File: src/rtl/pipeline_divider_pkg.sv
// pipeline_divider_pkg: shared width default, FSM state type and divide-by-zero quotient.
package pipeline_divider_pkg;
  localparam int N_DEF = 10;
  localparam logic [63:0] DIV0_QUOTIENT = '1;
  typedef enum logic [1:0] {IDLE, RUN, DONE} state_e;
endpackage

File: src/rtl/pipeline_divider_div_step.sv
// pipeline_divider_div_step: one restoring-division step (shift left, trial subtract, restore).
module pipeline_divider_div_step #(
  parameter int N = 10
) (
  input  logic [N:0]   rem_i,
  input  logic [N-1:0] quo_i,
  input  logic [N-1:0] dvs_i,
  output logic [N:0]   rem_o,
  output logic [N-1:0] quo_o
);
  logic [N:0]   sh_rem;
  logic [N+1:0] diff;
  assign sh_rem = {rem_i[N-1:0], quo_i[N-1]};
  // Extra top bit of diff is the borrow: set means the trial subtract went negative.
  assign diff   = {1'b0, sh_rem} - {2'b0, dvs_i};
  assign rem_o  = diff[N+1] ? sh_rem : diff[N:0];
  assign quo_o  = {quo_i[N-2:0], ~diff[N+1]};
endmodule

File: src/rtl/pipeline_divider.sv
// pipeline_divider: iterative restoring divider recovering X = F / D and R = F % D.
module pipeline_divider
  import pipeline_divider_pkg::*;
#(
  parameter int N = N_DEF
) (
  input  logic         clk,
  input  logic         rst_n,
  input  logic         start,
  input  logic [N-1:0] F,
  input  logic [N-1:0] D,
  output logic [N-1:0] X,
  output logic [N-1:0] R,
  output logic         busy,
  output logic         done,
  output logic         div_zero
);
  localparam int CW = $clog2(N + 1);
  state_e        state_q;
  logic [CW-1:0] cnt_q;
  logic [N:0]    rem_q, rem_d;
  logic [N-1:0]  quo_q, quo_d, dvs_q, x_q, r_q;
  logic          busy_q, done_q, dz_q;
  pipeline_divider_div_step #(.N(N)) u_step (
    .rem_i(rem_q),
    .quo_i(quo_q),
    .dvs_i(dvs_q),
    .rem_o(rem_d),
    .quo_o(quo_d)
  );
  // Results are loaded on the edge entering DONE so X/R/done appear together.
  always_ff @(posedge clk or negedge rst_n) begin
    if (!rst_n) begin
      state_q <= IDLE;
      cnt_q   <= '0;
      rem_q   <= '0;
      quo_q   <= '0;
      dvs_q   <= '0;
      x_q     <= '0;
      r_q     <= '0;
      busy_q  <= 1'b0;
      done_q  <= 1'b0;
      dz_q    <= 1'b0;
    end else begin
      case (state_q)
        IDLE: if (start) begin
          quo_q <= F;
          dvs_q <= D;
          rem_q <= '0;
          cnt_q <= CW'(N);
          dz_q  <= (D == '0);
          if (D == '0) begin
            x_q     <= N'(DIV0_QUOTIENT);
            r_q     <= F;
            done_q  <= 1'b1;
            state_q <= DONE;
          end else begin
            busy_q  <= 1'b1;
            state_q <= RUN;
          end
        end
        RUN: begin
          rem_q <= rem_d;
          quo_q <= quo_d;
          cnt_q <= cnt_q - 1'b1;
          if (cnt_q == CW'(1)) begin
            x_q     <= quo_d;
            r_q     <= rem_d[N-1:0];
            busy_q  <= 1'b0;
            done_q  <= 1'b1;
            state_q <= DONE;
          end
        end
        DONE: begin
          done_q  <= 1'b0;
          state_q <= IDLE;
        end
        default: state_q <= IDLE;
      endcase
    end
  end
  assign X        = x_q;
  assign R        = r_q;
  assign busy     = busy_q;
  assign done     = done_q;
  assign div_zero = dz_q;
endmodule
File: config.mk
export PLATFORM = sky130hd
export DESIGN_NAME = pipeline_divider
export DESIGN_NICKNAME = d
export VERILOG_FILES = /design/src/rtl/pipeline_divider_pkg.sv /design/src/rtl/pipeline_divider_div_step.sv /design/src/rtl/pipeline_divider.sv
export SDC_FILE = /design/constraint.sdc
export NUM_CORES = 1
export LEC_CHECK = 0
export ABC_AREA = 1
export BUFFER_PORTS_ARGS = -buffer_cell sky130_fd_sc_hd__buf_2
export CORE_MARGIN = 10
export CORE_UTILIZATION = 40
export DETAILED_ROUTE_END_ITERATION = 10
export GPL_TIMING_DRIVEN = 1
export HOLD_SLACK_MARGIN = 0.15
export PLACE_DENSITY_LB_ADDON = 0.08
export SYNTH_ARGS = -nofsm -noshare
export SYNTH_HDL_FRONTEND = slang
export SYNTH_SLANG_ARGS = --single-unit
File: constraint.sdc
create_clock -name clk -period 2.1 [get_ports clk]
set_input_delay 0.315 -clock clk [delete_from_list [all_inputs] [get_ports clk]]
set_output_delay 0.315 -clock clk [all_outputs]
set_load 0.005 [all_outputs]
; Word level (Yosys, flattened, before mapping)
; Cells that the tools add are included.
[op_classes]
add_sub_neg = 2
n_eq_ne = 7
n_mux = 27
bitwise = 1
reduce_logical = 10
[op_table]
columns = cell, count
row1 = $mux 10, 9
row2 = $pmux 10 s2, 4
row3 = $reduce_and 4->1, 3
row4 = $sub 11x10->12, 1
row5 = $logic_not 10->1, 1
row6 = $ne 2x2->1 const B, 4
row7 = $pmux 4 s2, 1
row8 = $mux 1, 6
row9 = $mux 2, 3
row10 = $reduce_and 2->1, 3
row11 = $eq 4x1->1 const B, 1
row12 = $mux 4, 1
row13 = $pmux 2 s2, 1
row14 = $sub 4x1->4 const B, 1
row15 = $pmux 1 s3, 1
row16 = $reduce_bool 3->1, 1
row17 = $eq 2x1->1 const B, 1
row18 = $eq 2x2->1 const B, 1
row19 = $logic_not 2->1, 1
row20 = $pmux 1 s2, 1
row21 = $reduce_bool 2->1, 1
row22 = $not 1->1, 1
[word_totals]
ff_bits = 59
in_bits = 23
output_inout_bits = 23
elab_cells = 57

; Logic depth before layout (Yosys ltp)
[depth]
word_depth = 4
mapped_depth = 14

; Modules after synthesis
; Synthesis repeated with hierarchy kept, for this count alone.
[hier_totals]
cells_unflattened = 487
area_unflattened_um2 = 3535.9
[by_module_without_submodules]
columns = module, instances, cells_each, area_each_um2
row1 = pipeline_divider, 1, 327, 2691.3
row2 = pipeline_divider_div_step, 1, 160, 844.6

; Least setup slack after synthesis
; OpenSTA, ideal clock, no wires.
[synth_timing]
path_type = reg-to-reg
startpoint = register rem_q[1]
endpoint = register r_q[6] (netlist: R[6])
t_arrival_ns = 1.672
required_ns = 2.037
setup_slack_ns = 0.365
stages_incl_launch_ff = 12
path_buffers = 1
synth_period_minus_slack_ns = 1.735
cell_sequence = dfrtp_1 ha_1 nand2_1 nand3_1 nand2_1 nand3_2 nor2_1 buf_4 nand2_1 nand3_1 nand2_1 inv_1
[synth_via]
elab_chain_len = 4
[synth_lines]
columns = item, line
row1 = "start, declared", pipeline_divider.sv:21  ; logic [N:0] rem_q, rem_d;
row2 = "start signal, assigned", pipeline_divider.sv:63  ; rem_q <= rem_d;
row3 = $sub 11x10->12, pipeline_divider_div_step.sv:15  ; assign diff = {1'b0, sh_rem} - {2'b0, dvs_i};
row4 = $mux 10, pipeline_divider_div_step.sv:16  ; assign rem_o = diff[N+1] ? sh_rem : diff[N:0];
row5 = $mux 10, pipeline_divider.sv:66  ; if (cnt_q == CW'(1)) begin
row6 = $pmux 10 s2, pipeline_divider.sv:45  ; case (state_q)
row7 = "end signal, assigned", pipeline_divider.sv:68  ; r_q <= rem_d[N-1:0];
row8 = "end, declared", pipeline_divider.sv:22  ; logic [N-1:0] quo_q, quo_d, dvs_q, x_q, r_q;
; Every way passes these cells. The select of a mux whose other input is x is not followed.
; A chain may end at the register's enable or synchronous reset.

; Worst setup path after layout
[layout_timing]
startpoint = register rem_q[7]
endpoint = register r_q[6] (netlist: R[6])
; The elaborated chain is that of the path after synthesis.

==> metrics.json <==
{
  "worst_path_most_repeated_cell": {"value": "nand2_1"},
  "antennaDiodeCount": {"value": 0},
  "setup_violations": {"value": 0},
  "die_y": {"value": 109, "unit": "um"},
  "outcome": {"value": "finished, final reports clean"},
  "clock_tree_from_tritoncts": {"value": "yes"},
  "path_class": {"value": "reg2reg"},
  "worst-path-max-fanout": {"value": 7},
  "max_cap_viols": {"value": 0},
  "worstPathCellList": {"value": "ha_1 > nand2_1 > inv_1 > nand2_1 > nor2_1 > nand2_1 > nand3_4 > nor2_2 > buf_4 > nand2_1 > nand3_1 > nand2_1 > inv_1"},
  "met3_usage_in_global_routing": {"value": 0.0339},
  "gate_count_of_the_mapped_netlist": {"value": 417},
  "max_slew_margin": {"value": 0.742},
  "final_common_cell": {"value": "nand2_1"},
  "grt_max_degree": {"value": 60},
  "drc": {"value": 0},
  "clkSlewWorstSetupHoldPaths": {"value": 70, "unit": "ps"},
  "critical_path.max_stage_delay": {"value": 410, "unit": "ps"},
  "clk_path_buf_depth": {"value": 2},
  "crit_arrival": {"value": 2150, "unit": "ps"},
  "cts_inserted_buffers": {"value": 9},
  "postSynthNetCount": {"value": 453},
  "grt_remaining_overflow": {"value": 0},
  "groute.layer.met2.usage": {"value": 0.232},
  "number_of_enable_flip_flop_cells_after_synthesis": {"value": 0},
  "die_x": {"value": 109, "unit": "um"},
  "postPlaceCellArea": {"value": 0.00357, "unit": "mm^2"},
  "synth.area.top_cells": {"value": "dfrtp_1, nand2_1, inv_1"},
  "max_slew.worst_pin.slew": {"value": 386, "unit": "ps"},
  "clockRootBuffer": {"value": "clkbuf_8"},
  "syn_area_per_cell": {"value": 7.68, "unit": "um^2"},
  "ioPinCount": {"value": 46},
  "ant_nets": {"value": 0},
  "clock-sinks": {"value": 59},
  "grt-busiest-layer": {"value": "met2"},
  "final-max-slew-violation-count": {"value": 0},
  "hold_ws": {"value": 210, "unit": "ps"},
  "grt_pass1_vias": {"value": 2876},
  "coreArea": {"value": 0.00777, "unit": "mm^2"},
  "yosys_register_bits": {"value": 59},
  "yosysUniqueCellTypes": {"value": 32},
  "cp_top_family": {"value": "simple AND/OR/NAND/NOR gates"},
  "drt-total-wl": {"value": 8.12, "unit": "mm"},
  "cp_data_required_time": {"value": 2340, "unit": "ps"},
  "effective_utilization_at_floorplan": {"value": 0.412},
  "place.port_buffers": {"value": 45},
  "hpwlAfterDp": {"value": 6.11, "unit": "mm"},
  "critical_path.endpoint_type": {"value": "register"},
  "dp_cells": {"value": 561},
  "final_net_count": {"value": 507},
  "leakage_power": {"value": 2.02, "unit": "nW"},
  "drt_first_iter_violations": {"value": 125},
  "cp-start-kind": {"value": "register"},
  "postSynth.asyncResetShare": {"value": 1.00},
  "grtUsageMet1": {"value": 0.181},
  "timing.final.hold_violations": {"value": 0},
  "number_of_core_rows": {"value": 32},
  "power.ir.vdd_worst": {"value": 0.000699, "unit": "V"},
  "synth_flop_cell": {"value": "dfrtp_1"},
  "firstDrtPassIters": {"value": 4},
  "fmaxAchievable": {"value": 0.525, "unit": "GHz"},
  "clock_period_minus_final_worst_setup_slack": {"value": 1910, "unit": "ps"},
  "worst-path-buf-inv": {"value": 3},
  "finClkSkew": {"value": 12.5, "unit": "ps"},
  "h-tree-depth": {"value": 3},
  "detail_routed_net_length_per_standard_cell": {"value": 14.1, "unit": "um"},
  "final_cell_area": {"value": 0.00384, "unit": "mm^2"},
  "yosys_warnings": {"value": 0},
  "synth-seq-area-share": {"value": 0.461},
  "crit_path_top_delay_cell": {"value": "dfrtp_1"},
  "synth_top_cell_by_area": {"value": "dfrtp_1"},
  "initial_antenna_violation_count": {"value": 0},
  "routed_via_density": {"value": 4.82},
  "power_density": {"value": 1800, "unit": "mW/mm^2"},
  "dieArea": {"value": 0.0120, "unit": "mm^2"},
  "gpl.final_weighted_congestion": {"value": 0.865},
  "timing.hold.worst.class": {"value": "in2reg"},
  "grt_use_total": {"value": 0.144},
  "synth_top_area_frac": {"value": 0.461},
  "commonest_cells_after_routing_fill_and_taps_aside": {"value": "nand2_1, dfrtp_1, inv_1, buf_2, nand3_1"},
  "finalCritPeriodShare": {"value": 0.908},
  "syn_to_final_growth": {"value": 19.9, "unit": "%"},
  "drive_gt1_frac": {"value": 0.212},
  "grt_pass1_wl": {"value": 13.7, "unit": "mm"},
  "final_cells": {"value": 578},
  "synth.cell_area": {"value": 0.00320, "unit": "mm^2"},
  "routed-via-count": {"value": 2785},
  "clk_latency": {"value": 340, "unit": "ps"}
}
-- worst min-delay path: cells and delay by family --
kind | cells | cell delay, ps
and+or+nand+nor | 1 | 40
AOI/OAI and AO/OA | 1 | 60
buffers and inverters | 1 | 90
-- what timing repair did --
| item | 4_1_cts | 5_1_grt |
|---|---|---|
| endpoints found under the setup margin | 0 | 11 |
| hold buffers | 1 | 0 |
| setup buffers | 0 | 0 |
| gates resized for setup | 0 | 12 |
| hold endpoints to repair | 59 | 0 |
-- power by group --
part | total (mW) | switching [mW] | internal, mW
sequential | 2.04 | 0.330 | 1.71
combinational | 3.89 | 2.34 | 1.55
clock | 0.982 | 0.456 | 0.526
total | 6.91 | 3.12 | 3.78
-- registers in the layout, indices dropped and copies added, names as in the netlist --
signal,count
div_zero,1
busy,1
cnt_q,4
quo_q,10
dvs_q,10
done,1
X,10
R,10
rem_q,10
state_q,2
-- cells by family after synthesis --
group,count (synthesis),synth area share
xor+xnor,4,0.0109
simple gates,211,0.278
compound gates,60,0.107
flops,59,0.461
fa+ha+maj,13,0.0531
buf+inv,70,0.0903
-- cells in the mapped netlist, types with 5 or more instances --
cell type  instances
a21oi_1           20
o21ai_0           26
nand2_1          130
dfrtp_1           59
ha_1              12
clkbuf_1           7
nand3_1           39
a31o_2             6
nor2_1            24
or2_1              5
inv_1             53
or2_2              5
-- path summary, 6_finish.rpt --
kind | from | end | slack (ps) | cells past startpoint
hold reg to reg | done | done | 470 | 2
max in group asynchronous | rst_n | rem_q[7] | 1300 | 3
setup / recovery | rem_q[7] | R[6] | 190 | 13
hold / removal | D[3] | dvs_q[3] | 210 | 3
min in group asynchronous | rst_n | dvs_q[8] | 510 | 3
setup reg to reg | rem_q[7] | R[6] | 190 | 13
-- per-layer routing --
metal / vias to the layer above / part of all wire
met5: - / 0
met1: 1293 / 0.46
met3: 18 / 0.040
li1: 1428 / -
met4: 0 / 0.021
met2: 46 / 0.48
-- through the flow --
stage	util	setup WS [ps]	TNS [ps]	total power, mW
finish	0.494	194	0	6.91
floorplan	-	365	0	4.71
global placement	0.460	132	0	5.75
CTS	0.486	86.2	0	6.82
detailed placement	0.460	109	0	5.80
global route	0.494	-6.27	-6.27	7.72
-- layout make-up --
type                            count  area, um^2
Inverter                           56         213
Fill cell                         822        3930
Multi-Input combinational cell    288        1500
Clock inverter                      3        21.3
Tap cell                          102         128
Sequential cell                    59        1480
Clock buffer                       13         169
Timing Repair Buffer               57         330
Power figures use the tool's default switching activity.
